===== src/rtl/pipe_stage_reg.sv =====
// Handshaked pipeline-stage register carrying a control and a data bundle.
// Optional two-entry skid mode keeps in_ready registered to break long ready chains.
module pipe_stage_reg #(
  parameter int DATA_W = 32,
  parameter int CTRL_W = 10,
  parameter int SKID   = 1
) (
  input  logic              clk,
  input  logic              rst_n,
  input  logic              flush,
  input  logic              in_valid,
  output logic              in_ready,
  input  logic [CTRL_W-1:0] in_ctrl,
  input  logic [DATA_W-1:0] in_data,
  output logic              out_valid,
  input  logic              out_ready,
  output logic [CTRL_W-1:0] out_ctrl,
  output logic [DATA_W-1:0] out_data,
  output logic [1:0]        occupancy
);

  typedef enum logic [1:0] {
    ST_EMPTY = 2'd0,
    ST_FULL  = 2'd1,
    ST_SKID  = 2'd2
  } state_t;

  state_t            state_reg;
  logic              valid_reg;
  logic [CTRL_W-1:0] main_ctrl_reg;
  logic [DATA_W-1:0] main_data_reg;
  logic              accept;
  logic              pop;

  assign accept    = in_valid & in_ready;
  assign pop       = valid_reg & out_ready;
  assign out_valid = valid_reg;
  assign out_ctrl  = main_ctrl_reg;
  assign out_data  = main_data_reg;
  assign occupancy = state_reg;

  generate
    if (SKID == 0) begin : g_single
      assign in_ready = ~valid_reg | out_ready;

      always_ff @(posedge clk or negedge rst_n) begin
        if (!rst_n) begin
          state_reg     <= ST_EMPTY;
          valid_reg     <= 1'b0;
          main_ctrl_reg <= '0;
          main_data_reg <= '0;
        end else if (flush) begin
          // Data is left in place; only control is zeroed so the bubble is harmless.
          state_reg     <= ST_EMPTY;
          valid_reg     <= 1'b0;
          main_ctrl_reg <= '0;
        end else if (accept) begin
          state_reg     <= ST_FULL;
          valid_reg     <= 1'b1;
          main_ctrl_reg <= in_ctrl;
          main_data_reg <= in_data;
        end else if (pop) begin
          state_reg     <= ST_EMPTY;
          valid_reg     <= 1'b0;
          main_ctrl_reg <= '0;
        end
      end
    end else begin : g_skid
      logic              in_ready_reg;
      logic [CTRL_W-1:0] skid_ctrl_reg;
      logic [DATA_W-1:0] skid_data_reg;

      assign in_ready = in_ready_reg;

      always_ff @(posedge clk or negedge rst_n) begin
        if (!rst_n) begin
          state_reg     <= ST_EMPTY;
          valid_reg     <= 1'b0;
          in_ready_reg  <= 1'b1;
          main_ctrl_reg <= '0;
          main_data_reg <= '0;
          skid_ctrl_reg <= '0;
          skid_data_reg <= '0;
        end else if (flush) begin
          state_reg     <= ST_EMPTY;
          valid_reg     <= 1'b0;
          in_ready_reg  <= 1'b1;
          main_ctrl_reg <= '0;
        end else begin
          case (state_reg)
            ST_EMPTY: begin
              if (accept) begin
                state_reg     <= ST_FULL;
                valid_reg     <= 1'b1;
                main_ctrl_reg <= in_ctrl;
                main_data_reg <= in_data;
              end
            end
            ST_FULL: begin
              if (accept && pop) begin
                main_ctrl_reg <= in_ctrl;
                main_data_reg <= in_data;
              end else if (accept) begin
                // Downstream stalled: park the newcomer and close the input.
                state_reg     <= ST_SKID;
                in_ready_reg  <= 1'b0;
                skid_ctrl_reg <= in_ctrl;
                skid_data_reg <= in_data;
              end else if (pop) begin
                state_reg     <= ST_EMPTY;
                valid_reg     <= 1'b0;
                main_ctrl_reg <= '0;
              end
            end
            ST_SKID: begin
              if (pop) begin
                state_reg     <= ST_FULL;
                in_ready_reg  <= 1'b1;
                main_ctrl_reg <= skid_ctrl_reg;
                main_data_reg <= skid_data_reg;
              end
            end
            default: begin
              state_reg     <= ST_EMPTY;
              valid_reg     <= 1'b0;
              in_ready_reg  <= 1'b1;
              main_ctrl_reg <= '0;
            end
          endcase
        end
      end
    end
  endgenerate

endmodule

===== config.mk =====
export PLATFORM = sky130hd
export DESIGN_NAME = pipe_stage_reg
export DESIGN_NICKNAME = d
export VERILOG_FILES = /design/src/rtl/pipe_stage_reg.sv
export SDC_FILE = /design/constraint.sdc
export NUM_CORES = 1
export LEC_CHECK = 0
export ABC_AREA = 1
export CORE_MARGIN = 4
export CORE_UTILIZATION = 50
export DETAILED_ROUTE_END_ITERATION = 10
export PLACE_DENSITY = 0.88
export RECOVER_POWER = 25
export REMOVE_ABC_BUFFERS = 1
export SKIP_CTS_REPAIR_TIMING = 1
export SYNTH_ARGS = -nofsm -noshare
export SYNTH_HDL_FRONTEND = slang
export SYNTH_SLANG_ARGS = --single-unit

===== constraint.sdc =====
create_clock -name clk -period 2.4 [get_ports clk]
set_input_delay 0.48 -clock clk [delete_from_list [all_inputs] [get_ports clk]]
set_output_delay 0.48 -clock clk [all_outputs]
set_load 0.01 [all_outputs]

# Yosys cells after proc, flatten, opt, wreduce, memory -nomap -nowiden
# Index checks and enable logic that the tools add are counted.
dict set report op_classes {
  n_reduce_logical 9
  eq_ne 16
  mux 29
  n_bitwise 4
}
# operator count
set ops {}
lappend ops {{$mux 32} 3}
lappend ops {{$pmux 32 s3} 1}
lappend ops {{$mux 10} 6}
lappend ops {{$pmux 10 s3} 1}
lappend ops {{$ne 3x3->1 const B} 6}
lappend ops {{$reduce_and 4->1} 4}
lappend ops {{$mux 2} 6}
lappend ops {{$ne 4x4->1 const B} 3}
lappend ops {{$ne 2x2->1 const B} 5}
lappend ops {{$reduce_and 5->1} 2}
lappend ops {{$mux 1} 9}
lappend ops {{$pmux 1 s3} 2}
lappend ops {{$pmux 2 s3} 1}
lappend ops {{$reduce_bool 3->1} 1}
lappend ops {{$and 1x1->1} 2}
lappend ops {{$eq 2x1->1 const B} 1}
lappend ops {{$eq 2x2->1 const B} 1}
lappend ops {{$logic_not 2->1} 1}
lappend ops {{$not 1->1} 2}
lappend ops {{$logic_and 1x1->1} 1}
dict set report word_totals {
  word_cells 65
  reg_bits 88
  output_inout_bits 46
  in_bits 47
}

# Logic depth before layout (Yosys ltp)
# Gate-level depths: netlist of the first run.
dict set report depth {
  ltp_word 6
  depth_mapped 9
  ltp_nobuf 8
}

# Least setup slack after synthesis of the first run
# OpenSTA, ideal clock, no wires.
dict set report synth_timing {
  path_kind {input to register}
  from {input port out_ready}
  to {register g_skid.skid_data_reg[27]}
  required_ns 2.280
  path_slack_ns 0.953
  arrival_ns 1.326
  stages 8
  path_buffers 2
  setup_ns 0.120
  path_cell_list {nand2_1 -> nand2_1 -> nor2_2 -> nand2_1 -> buf_6 -> buf_2 -> nor2_1 -> a21oi_1}
}
dict set report synth_via {
  elab_chain_len 4
}
# item line
set synth_rtl {}
lappend synth_rtl {{start, declared} 16} ;# input logic out_ready,
lappend synth_rtl {{$and 1x1->1} 36} ;# assign pop = valid_reg & out_ready;
lappend synth_rtl {{$logic_and 1x1->1} 100} ;# if (accept && pop) begin
lappend synth_rtl {{$not 1->1 (no line)} n/a}
lappend synth_rtl {{$reduce_and 4->1 (no line)} n/a}
lappend synth_rtl {{end signal, assigned} 108} ;# skid_data_reg <= in_data;
lappend synth_rtl {{end, declared} 71} ;# logic [DATA_W-1:0] skid_data_reg;
# Every way passes these cells.
# A chain may end at the register's enable or synchronous reset.

# Worst setup path in the final report of the first run
dict set report layout_timing {
  from {register state_reg[0], in the netlist occupancy[0]}
  to {output port occupancy[0]}
}
# item line
set layout_rtl {}
lappend layout_rtl {{start, declared} 28} ;# state_t state_reg;
lappend layout_rtl {{start signal, assigned} 77} ;# state_reg <= ST_EMPTY;
lappend layout_rtl {{start signal, assigned} 85} ;# state_reg <= ST_EMPTY;
lappend layout_rtl {{start signal, assigned} 93} ;# state_reg <= ST_FULL;
lappend layout_rtl {{end, declared} 19} ;# output logic [1:0] occupancy
# No word-level cell between the ends.

==> flow_results.org, run 1 <==
** Status
- The flow ran to the end, and the final reports show no timing, DRC or antenna violations.

** Synthesis
- Ranked by total cell area, the synthesized netlist is headed by sky130_fd_sc_hd__dfrtp_1 (53%), sky130_fd_sc_hd__nand2_1 (17%), sky130_fd_sc_hd__nand3_1 (8.0%).
- For this run, the register share of the synthesized area comes to 0.537.
- Library cell occupying the most area in the post-synthesis netlist :: sky130_fd_sc_hd__dfrtp_1
- Each instance of the synthesized netlist takes up on average 7.90 µm².
- Number of standard cells after synthesis :: 520
- #FFs+latches synth :: 88
- The Yosys step of the flow raised 0 warnings.
- The share of synthesized area in the top cell type comes to 0.530.
- Synthesis instantiated 22 different standard cells from the library.
- Netlist area before placement :: 4110 µm²

** Timing
- Setup violations remaining at the end of the flow were counted as 0.
- Of the available clock period, the critical path in the final layout requires 0.836.
- Summed over all failing endpoints, the final setup total negative slack is 0 ps.
- For this run, the top clock speed supported by timing is 0.498 GHz.
- On the final layout, the worst hold slack is 350 ps.
- Max_slew headroom :: 0.201
- The total count of max-transition violations in the final report came to 0.
- Hold Vio Cnt, Final :: 0
- Setup repair after global routing missed its margin :: no
- Counting I/O delays and the setup requirement, the final critical path takes 2010 ps.
- Worst-margin pin slew :: 1200 ps
- Max Clock Skew :: 7.41 ps

** Drt
- The count of nets left with antenna violations once routing finished came out at 0.
- After detailed routing, the number of vias per cell comes to 5.17.
- The routed layout has 3692 vias.
- For this run, the detailed router's first-pass iteration total came to 4.
- In the routed design, unresolved DRC markers number 0.
- After detailed routing, the total wire length is 9950 µm.
- In the final routed layout, each cell accounts on average for 13.9 µm.
- Initial DRC Count :: 239

** Clock network
- TritonCTS built the clock tree.
- Clock tree synthesis found a total of 88 sinks.
- Number of clock buffers inserted by TritonCTS :: 9
- After clock tree synthesis, the clock-pin slew on the worst setup and hold paths is 90 ps.
- The clock reaches the later pin of the worst-skew pair after 360 ps.
- In this run the clock root is driven by a sky130_fd_sc_hd__clkbuf_8.
- In this run the deepest clock path goes through 2 buffers.
- The H-tree generated during clock tree synthesis spans 3 levels.

** GRT
- For this run the aggregate overflow at the end of global routing stands at 0.
- Entering global routing, the biggest net connects 59 pins.
- Global-route wire length before repair :: 17200 µm
- The via count of the first global-routing pass is 3678.
- Initial antenna violation count :: 0
- GRT Overall Usage :: 0.218

** Critical path
- Together, buffers and inverters on the worst path number 1.
- The kind of cell with the highest combined delay along the critical path is buffers and inverters.
- Critical path data arrival time :: 1530 ps
- For this run, the slowest stage of the critical path takes 610 ps.
- The critical path in this run is classified as reg2out.
- The critical path goes through clkdlybuf4s50_1.
- Max FO, Critical Path :: 7
- STA classifies the critical path startpoint as a flip-flop.
- Crit path max-delay cell type :: sky130_fd_sc_hd__clkdlybuf4s50_1
- Element type at the critical path end :: output port
- For flop-to-flop paths, the worst setup slack is 590 ps.
- CP Data Required Time :: 1920 ps

** Place
- During placement, the flow inserted port buffers numbering 92.
- Final HPWL from detailed placement :: 6810 µm
- Including well taps, the total number of placed cells is 698.
- Routability-driven placement congestion ratio :: 0.857

** Pwr
- For this design the ratio of total power to cell area is 1110 nW/µm².
- Max VDD drop :: 0.000493 V
- Static leakage :: 2.72 nW

** Floorplanning
- 93 I/O pins were placed.
- Effective utilization at floorplan :: 0.523
- From bottom edge to top edge, the die measures 98.6 µm.
- Die W :: 98.6 µm
- Floorplan row count :: 32
- Area of the core :: 7850 µm²
- Full die area :: 9730 µm²

** Cells and area
- In the final layout, the share of cells above drive strength 1 is 0.0703.
- For this run, the post-layout net count is 654.
- Final Core Density :: 0.676
- The library cell used most frequently in the layout, excluding fill and tap cells, is sky130_fd_sc_hd__nand2_1.
- Count of placed standard cells in the final layout, fillers left out :: 714
- Top library cells by usage in the layout, fill and taps aside :: sky130_fd_sc_hd__nand2_1 (185), sky130_fd_sc_hd__clkdlybuf4s50_1 (91), sky130_fd_sc_hd__dfrtp_1 (87)
- Relative area change from synthesis to final layout :: 29.1%
- Final antenna diode count :: 0

** Hold path
- The tightest min-delay check is of the in2async type.

** Job
- The tool flagged a number of max-cap violations equal to 0.
-- worst reg2reg max path, cell delays in order (launching register included) --
cell	delay (ps)
sky130_fd_sc_hd__dfrtp_1	560
sky130_fd_sc_hd__nor2_1	70
sky130_fd_sc_hd__buf_4	190
sky130_fd_sc_hd__nand2_1	70
sky130_fd_sc_hd__nand2_1	80
sky130_fd_sc_hd__nor2_4	110
sky130_fd_sc_hd__nand2_2	360
sky130_fd_sc_hd__nand2_1	200
sky130_fd_sc_hd__nand2_1	60
-- where the power goes --
part	switching, mW	internal [mW]	leakage (nW)	total, mW
clock	0.540	0.588	0.110	1.13
combinational	1.17	1.07	1.56	2.23
sequential	0.341	2.18	1.05	2.52
total	2.05	3.83	2.72	5.88
-- through the flow --
stage,worst slack [ps],power [mW],instance area [µm²]
2_1_floorplan,-98.8,3.59,3930
3_3_place_gp,216,4.67,5100
3_5_place_dp,112,4.80,5100
4_1_cts,381,5.94,5320
5_1_grt,322,6.32,5300
6_report,393,5.88,5300
-- cell families (layout without fill, tap and decap cells) --
logic type,count (synthesis),after routing,synth area share
AO/OA/AOI/OAI,67,67,0.0835
flip-flops,88,88,0.537
buffers and inverters,70,162,0.0804
AND/OR/NAND/NOR,295,295,0.300
-- routing by layer --
layer / part of all wire / global-route usage / up-vias
met3: 0.076 / 0.0587 / 9
met4: 0.0092 / 0.0672 / 0
met5: 0 / 0 / -
met2: 0.49 / 0.361 / 137
li1: - / - / 1822
met1: 0.43 / 0.280 / 1724
-- Yosys cell counts --
cell / instances
sky130_fd_sc_hd__clkbuf_1: 9
sky130_fd_sc_hd__dfstp_2: 1
sky130_fd_sc_hd__inv_1: 38
sky130_fd_sc_hd__o21ai_0: 8
sky130_fd_sc_hd__a31oi_1: 1
sky130_fd_sc_hd__nor2_2: 3
sky130_fd_sc_hd__nand3_1: 66
sky130_fd_sc_hd__nand2_2: 2
sky130_fd_sc_hd__a21oi_1: 29
sky130_fd_sc_hd__buf_2: 9
sky130_fd_sc_hd__clkinv_1: 1
sky130_fd_sc_hd__nor2_1: 33
sky130_fd_sc_hd__o31ai_1: 1
sky130_fd_sc_hd__nand2_1: 186
sky130_fd_sc_hd__buf_4: 7
sky130_fd_sc_hd__o21ai_1: 27
sky130_fd_sc_hd__buf_6: 4
sky130_fd_sc_hd__nand4_1: 2
sky130_fd_sc_hd__o21ai_2: 1
sky130_fd_sc_hd__inv_2: 2
sky130_fd_sc_hd__nor2_4: 3
sky130_fd_sc_hd__dfrtp_1: 87
-- area by class of cell --
class	count	area (µm²)
Fill cell	643	2540
Sequential cell	88	2200
Multi-Input combinational cell	362	1580
Timing Repair Buffer	105	1020
Inverter	41	154
Tap cell	102	128
Clock buffer	9	124
Clock inverter	7	95.1
-- worst paths after layout --
path	startpoint	to	depth (start not counted)
worst max-delay path	occupancy[0]	occupancy[0]	1
worst min-delay path	rst_n	out_data[28]	1
worst max register to register	occupancy[0]	out_data[6]	8
worst min register to register	out_data[2]	out_data[2]	2
max in group asynchronous	rst_n	g_skid.skid_data_reg[11]	2
min in group clk	out_data[2]	out_data[2]	2
Note: power is estimated with default switching activity, not from simulation.
==> inputs of run 2 (changes only) <==
==> constraint.sdc (replaced) <==
create_clock -name clk -period 1.89 [get_ports clk]
set_input_delay 0.378 -clock clk [delete_from_list [all_inputs] [get_ports clk]]
set_output_delay 0.378 -clock clk [all_outputs]
set_load 0.01 [all_outputs]
==> run 2 against run 1 <==
Largest power group unchanged. Combinational power increased by 30%. Flip-flop and latch count stayed put. Total power rose by 24%. Global-route usage down 0.51 points. Worst setup slack worse by 330 ps. First-iteration DRC count is 5.9% higher. Final area rose by 1.3%. Hold slack improved by 130 ps. Via count is 1.8% higher. Cell count grew 0.70%.
==> flow_results.org, run 2 (same netlist as run 1, synthesis figures left out) <==
** Hold path
- Class of the most critical hold timing path :: reg2reg (was in2async)
- Min-Delay Startpoint :: out_data[1]
- Worst hold path cell count :: 2

** Floorplanning
- The floorplan die area came to 9730 µm² (unchanged).
- Number of I/O pins :: 93 (unchanged)
- The die extent in y was 98.6 µm (unchanged).
- Floorplan row count :: 32 (unchanged)
- Area of the core :: 7850 µm² (unchanged)
- The die outline width was 98.6 µm (unchanged).
- The initial core utilization came to 0.523 (unchanged).

** Timing
- Setup repair after global routing missed its margin: no (unchanged).
- The hold violation total from the final report was 0 (unchanged).
- Hold_ws :: 477 ps (was 350 ps)
- Period utilisation layout :: 0.965
- The final worst clock skew is 9.56 ps (was 7.41 ps).
- Worst-margin pin slew :: 828 ps (was 1200 ps)
- Timing would allow up to 0.548 GHz.
- The tightest slew margin relative to the limit was 0.448 (was 0.201).
- The number of setup violations in the final report was 0 (unchanged).
- The total count of max-transition violations in the final report was 0 (unchanged).
- Clock period minus final worst setup slack :: 1820 ps

** Critical path
- Depth of the most critical reg-to-reg path :: 9 (was 8)
- Levels on crit path :: 1 (unchanged)
- The type of the setup path with the least slack is reg2out (unchanged).
- The worst-path maximum fanout is 3 (was 7).
- Critical path origin :: in_ready (was occupancy[0])
- Critical path data arrival time :: 1450 ps (was 1530 ps)
- Element type at the critical path end :: output port (unchanged)
- The startpoint of the most critical register-to-register path was occupancy[1] (was occupancy[0]).
- Crit path max-delay cell type :: sky130_fd_sc_hd__dfstp_2 (was sky130_fd_sc_hd__clkdlybuf4s50_1)
- Critical path, cell by cell :: clkdlybuf4s50_1 (unchanged)
- Element type at the critical path start :: flip-flop (unchanged)
- The total buffers and inverters traversed by the critical path was 1 (unchanged).
- The critical path data required time was 1510 ps (was 1920 ps).
- Top cell family by delay on the critical path :: flip-flops (was buffers and inverters)
- The peak per-stage delay on the critical path came to 560 ps (was 610 ps).

** Drt
- The total length of routed wires came to 9770 µm (was 9950 µm).
- Remaining routing DRC violations :: 0 (unchanged)
- The per-cell via count in the routed design came to 5.23 (was 5.17).
- The routed length per instance came to 13.6 µm (was 13.9 µm).
- TritonRoute pass-1 iters :: 5 (was 4)
- Remaining antenna violation count :: 0 (unchanged)
- The DRC violation total after the first TritonRoute iteration is 253 (was 239).
- Vias post-DR :: 3757 (was 3692)

** Pwr
- The fraction of power consumed by the clock network is 0.163 (was 0.192).
- Combinational group share of total power :: 0.397 (was 0.380)
- Cell-internal power :: 4.68 mW (was 3.83 mW)
- Sw frac :: 0.356 (was 0.348)
- The cell leakage power is 2.75 nW (was 2.72 nW).
- The total net switching power was 2.59 mW (was 2.05 mW).
- The power per standard cell area was 1350 nW/µm² (was 1110 nW/µm²).
- The register share of total power came to 0.440 (was 0.428).
- The maximum ir drop on the vdd rail is 0.000558 V (was 0.000493 V).

** GRT
- Via count of the first global-routing pass :: 3753 (was 3678)
- GRT Overall Usage :: 0.213 (was 0.218)
- Largest net degree at the start of global routing :: 59 (unchanged)
- Global-route wire length before repair :: 17000 µm (was 17200 µm)
- Initial antenna violation count :: 0 (unchanged)
- Total global routing overflow :: 0 (unchanged)

** Cells and area
- The leading cell type in the layout, fill and taps excluded is sky130_fd_sc_hd__nand2_1 (unchanged).
- The final standard cell count with taps included and fillers excluded came to 719 (was 714).
- Top library cells by usage in the layout, fill and taps aside: sky130_fd_sc_hd__nand2_1 (185), sky130_fd_sc_hd__clkdlybuf4s50_1 (91), sky130_fd_sc_hd__dfrtp_1 (86) (was sky130_fd_sc_hd__nand2_1 (185), sky130_fd_sc_hd__clkdlybuf4s50_1 (91), sky130_fd_sc_hd__dfrtp_1 (87)).
- Relative area change from synthesis to final layout :: 30.8% (was 29.1%)
- The share of final-layout standard cells stronger than drive strength 1 is 0.0778 (was 0.0703).
- The count of nets after finishing is 659 (was 654).
- Final antenna diode count :: 0 (unchanged)

** Place
- The last weighted congestion value of the routability-driven placer came to 0.817 (was 0.857).
- The placed wire-length estimate after detailed placement came to 6890 µm (was 6810 µm).
- Port Buffer Count :: 92 (unchanged)
- Number of cells after detailed placement :: 702 (was 698)

** Clock network
- The number of H-tree levels was 3 (unchanged).
- Clock network latency to the later pin of the worst-skew pair :: 350 ps (was 360 ps)
- The root cell of the clock tree is sky130_fd_sc_hd__clkbuf_8 (unchanged).
- The number of buffers inserted during clock tree synthesis came to 9 (unchanged).
- The number of clock sinks seen by CTS came to 88 (unchanged).
- Clock-pin slew reported for the worst setup and hold paths after clock tree synthesis :: 80 ps (was 90 ps)
- Buffers from clock root to sink, at most :: 2 (unchanged)
- Clock tree from TritonCTS :: built (unchanged)

** Job
- Max capacitance violation total :: 0 (unchanged)

** Status
- Result of the run :: complete, no violations (unchanged)
==> run 2: final timing paths <==
| check | to | slack (ps) |
|---|---|---|
| worst max-delay path | in_ready | 70 |
| worst min-delay path | out_data[1] | 480 |
| worst max register to register | out_data[0] | 270 |
| worst min register to register | out_data[1] | 480 |
| max in group asynchronous | in_ready | 500 |
| min in group asynchronous | out_data[20] | 650 |
==> run 2: area by class of cell <==
class,count,area (µm²)
clock buffer,10,138
clock inverter,6,42.5
fill,627,2480
inverter,41,154
multi-input combinational,362,1580
sequential,88,2200
tap,102,128
timing repair buffer,110,1130
==> run 2: per-layer routing <==
layer  global-route usage  vias to the layer above  routed length, µm
li1                     -                     1827                  -
met1                0.275                     1744               4120
met2                0.348                      165               4710
met3               0.0488                       21                776
met4               0.0819                        0                165
met5                    0                        -                  0
==> run 2: per-stage QoR <==
step | setup WS (ps) | TNS (ps) | util | cell area [µm²] | total power, mW
final | 65.9 | 0 | 0.684 | 5370 | 7.27
after global placement | 20.7 | 0 | 0.660 | 5180 | 5.98
after CTS | -8.00 | -8.00 | 0.683 | 5360 | 7.33
after floorplan | -568 | -32450 | - | 3930 | 4.56
after global routing | 26.5 | 0 | 0.684 | 5370 | 7.82
after detailed placement | -50.3 | -872 | 0.660 | 5180 | 6.14
==> run 2: power by group through the flow <==
stage	Sequential, mW	Combinational (mW)	Clock (mW)
2_1_floorplan	3.35	1.21	0
6_report	3.20	2.89	1.19
5_1_grt	3.29	3.23	1.30
3_3_place_gp	3.18	2.80	0
3_5_place_dp	3.23	2.91	0
4_1_cts	3.20	2.92	1.21
==> run 2: worst register-to-register path, stage by stage, from the launching register on <==
cell and delay (ps):
sky130_fd_sc_hd__dfrtp_1 460, sky130_fd_sc_hd__nor2_1 270, sky130_fd_sc_hd__inv_1 100, sky130_fd_sc_hd__nand2_1 70, sky130_fd_sc_hd__nand2_1 90, sky130_fd_sc_hd__nor2_4 140
sky130_fd_sc_hd__nand2_2 80, sky130_fd_sc_hd__buf_12 170, sky130_fd_sc_hd__nand2_1 80, sky130_fd_sc_hd__nand2_1 50
==> inputs of run 3 (changes only) <==
--- a/config.mk
+++ b/config.mk
@@ -6,7 +6,7 @@
 export NUM_CORES = 1
 export LEC_CHECK = 0
 export ABC_AREA = 1
-export CORE_MARGIN = 4
+export CORE_MARGIN = 10
 export CORE_UTILIZATION = 50
 export DETAILED_ROUTE_END_ITERATION = 10
 export PLACE_DENSITY = 0.88
==> run 3 against run 2 <==
First-iteration DRC count down 23%. Clock power up 21%. Core utilization up 0.35 points. Maximum frequency down 0.14%. Critical endpoint unchanged.
==> flow_results.org, run 3 (same netlist as run 1, synthesis figures left out) <==
** Status
- Result of the run :: complete, no violations (unchanged)

** Critical path
- The critical path data required time came to 1510 ps (about the same).
- Depth of the most critical reg-to-reg path :: 8 (was 9)
- Critical path origin :: in_ready (unchanged)
- Element type at the critical path end :: output port (unchanged)
- Largest stage delay on the critical path :: 560 ps (about the same)
- The worst-path maximum fanout came to 3 (unchanged).
- Critical path, cell by cell :: clkdlybuf4s50_1 (unchanged)
- The number of cells on the critical path came to 1 (unchanged).
- The data arrival time of the worst path came to 1450 ps (about the same).
- The sort of element at the start of the critical path was a flip-flop (unchanged).
- Worst r2r src :: in_ready (was occupancy[1])
- Crit path max-delay cell type :: sky130_fd_sc_hd__dfstp_2 (unchanged)
- CP Class :: reg2out (unchanged)
- Top cell family by delay on the critical path :: flip-flops (unchanged)
- The total buffers and inverters traversed by the critical path was 1 (unchanged).

** Place
- Routability-driven placement congestion ratio :: 0.884 (was 0.817)
- The placed wire-length estimate after detailed placement came to 7860 µm (was 6890 µm).
- The count of buffers from port buffering came to 92 (unchanged).
- The cell area after placement came to 5210 µm² (was 5180 µm²).
- The total instance count after detailed placement was 704 (was 702).
- Pre-CTS WS :: 12.3 ps (was -50.3 ps)

** Cells and area
- Final-stage net count :: 660 (was 659)
- Final Core Density :: 0.688 (was 0.684)
- Commonest non-fill, non-tap cell in the layout :: sky130_fd_sc_hd__nand2_1 (unchanged)
- Top library cells by usage in the layout, fill and taps aside: sky130_fd_sc_hd__nand2_1 (185), sky130_fd_sc_hd__clkdlybuf4s50_1 (91), sky130_fd_sc_hd__dfrtp_1 (86) (unchanged).
- The synthesis-to-finish area growth was 31.4% (was 30.8%).
- Final instance area :: 5400 µm² (was 5370 µm²)
- Filler cell count in the final layout :: 604 (was 627)
- Share of post-route cells with drive strength above 1 :: 0.0793 (was 0.0778)
- Final antenna diode count :: 0 (unchanged)
- Count of placed standard cells in the final layout, fillers left out :: 720 (was 719)

** Clock network
- Clock network latency to the later pin of the worst-skew pair :: 360 ps (was 350 ps)
- Clock sink total :: 88 (unchanged)
- The root cell of the clock tree was sky130_fd_sc_hd__clkbuf_8 (unchanged).
- Clock-pin slew reported for the worst setup and hold paths after clock tree synthesis :: 90 ps (was 80 ps)
- Level count of the clock H-tree :: 3 (unchanged)
- Number of clock buffers inserted by TritonCTS :: 9 (unchanged)
- Clock tree from TritonCTS :: built (unchanged)
- The number of buffers on the longest clock path was 2 (unchanged).

** Pwr
- Combinational group share of total power :: 0.388 (was 0.397)
- The maximum ir drop on the vdd rail was 0.000568 V (was 0.000558 V).
- Sw frac :: 0.352 (was 0.356)
- The power per standard cell area was 1410 nW/µm² (was 1350 nW/µm²).
- The total net switching power is 2.68 mW (was 2.59 mW).
- The power after layout was 7.61 mW (was 7.27 mW).
- The register share of total power came to 0.423 (was 0.440).
- Static leakage :: 2.76 nW (was 2.75 nW)
- Cell-internal power :: 4.93 mW (was 4.68 mW)
- The fraction of power consumed by the clock network came to 0.189 (was 0.163).

** Floorplanning
- The die extent in y is 111 µm (was 98.6 µm).
- Effective utilization at floorplan :: 0.523 (unchanged)
- Floorplan row count :: 32 (unchanged)
- The core area is 7850 µm² (unchanged).
- The die outline width came to 111 µm (was 98.6 µm).
- The I/O pin total is 93 (unchanged).
- The floorplan die area came to 12200 µm² (was 9730 µm²).

** Timing
- The final clock period utilization by the worst path was 0.966 (was 0.965).
- Max Clock Skew :: 8.62 ps (was 9.56 ps)
- The highest achievable clock rate was 0.547 GHz (was 0.548 GHz).
- Max_slew headroom :: 0.297 (was 0.448)
- Worst-margin pin slew :: 1050 ps (was 828 ps)
- Hold Vio Cnt, Final :: 0 (unchanged)
- Worst Slack Setup Final :: 63.3 ps (was 65.9 ps)
- The final period demand of the worst path came to 1830 ps (was 1820 ps).
- Hold_ws :: 199 ps (was 477 ps)
- The post-route setup TNS is 0 ps (unchanged).
- Setup repair after global routing missed its margin :: no (unchanged)
- The total count of max-transition violations in the final report is 0 (unchanged).
- The number of setup violations in the final report was 0 (unchanged).

** Job
- The number of max-cap violations is 0 (unchanged).

** Drt
- WL final :: 10900 µm (was 9770 µm)
- Initial DRC Count :: 196 (was 253)
- The per-cell via count in the routed design came to 5.24 (was 5.23).
- WL/cell :: 15.1 µm (was 13.6 µm)
- The detailed-routing iteration count for the pre-antenna-repair pass came to 5 (unchanged).
- Vias post-DR :: 3775 (was 3757)
- The antenna violation net count after detailed routing was 0 (unchanged).
- The detailed-route DRC error count was 0 (unchanged).

** GRT
- The maximum number of pins on one net before global-route repair was 59 (unchanged).
- The aggregate global-route resource usage is 0.180 (was 0.213).
- The aggregate global routing overflow is 0 (unchanged).
- The via count of the first global-routing pass came to 3731 (was 3753).
- The wire length of the first global-routing pass came to 18900 µm (was 17000 µm).
- The number of antenna violations at the first check in global routing was 0 (unchanged).

** Hold path
- Class of the most critical hold timing path :: in2async (was reg2reg)
-- run 3: cell type report --
| class | instances | area (µm²) | share of cell area |
|---|---|---|---|
| sequential | 88 | 2200 | 0.408 |
| inverter | 41 | 154 | 0.0285 |
| tap | 102 | 128 | 0.0236 |
| timing repair buffer | 111 | 1120 | 0.207 |
| clock buffer | 10 | 128 | 0.0236 |
| multi-input combinational | 362 | 1580 | 0.292 |
| clock inverter | 6 | 92.6 | 0.0172 |
-- run 3: path summary, 6_finish.rpt --
check                           slack [ps]                       to
worst max-delay path                    60                 in_ready
min in group clk                       480  g_skid.skid_ctrl_reg[0]
worst min-delay path                   200             out_data[16]
max in group asynchronous              490             out_data[25]
worst min register to register         480  g_skid.skid_ctrl_reg[0]
worst max register to register         330              out_data[6]
-- run 3: power by group through the flow --
stage               clock, mW  sequential [mW]  combinational (mW)
detailed placement          0             3.25                2.99
floorplan                   0             3.35                1.21
finish                   1.44             3.22                2.95
global route             1.56             3.32                3.32
CTS                      1.47             3.22                3.01
global placement            0             3.19                2.84
-- run 3: metal layers --
layer,part of all wire,global-route usage
met5,0,0
met4,0.0076,0.0406
met3,0.086,0.0627
met2,0.49,0.292
met1,0.41,0.225
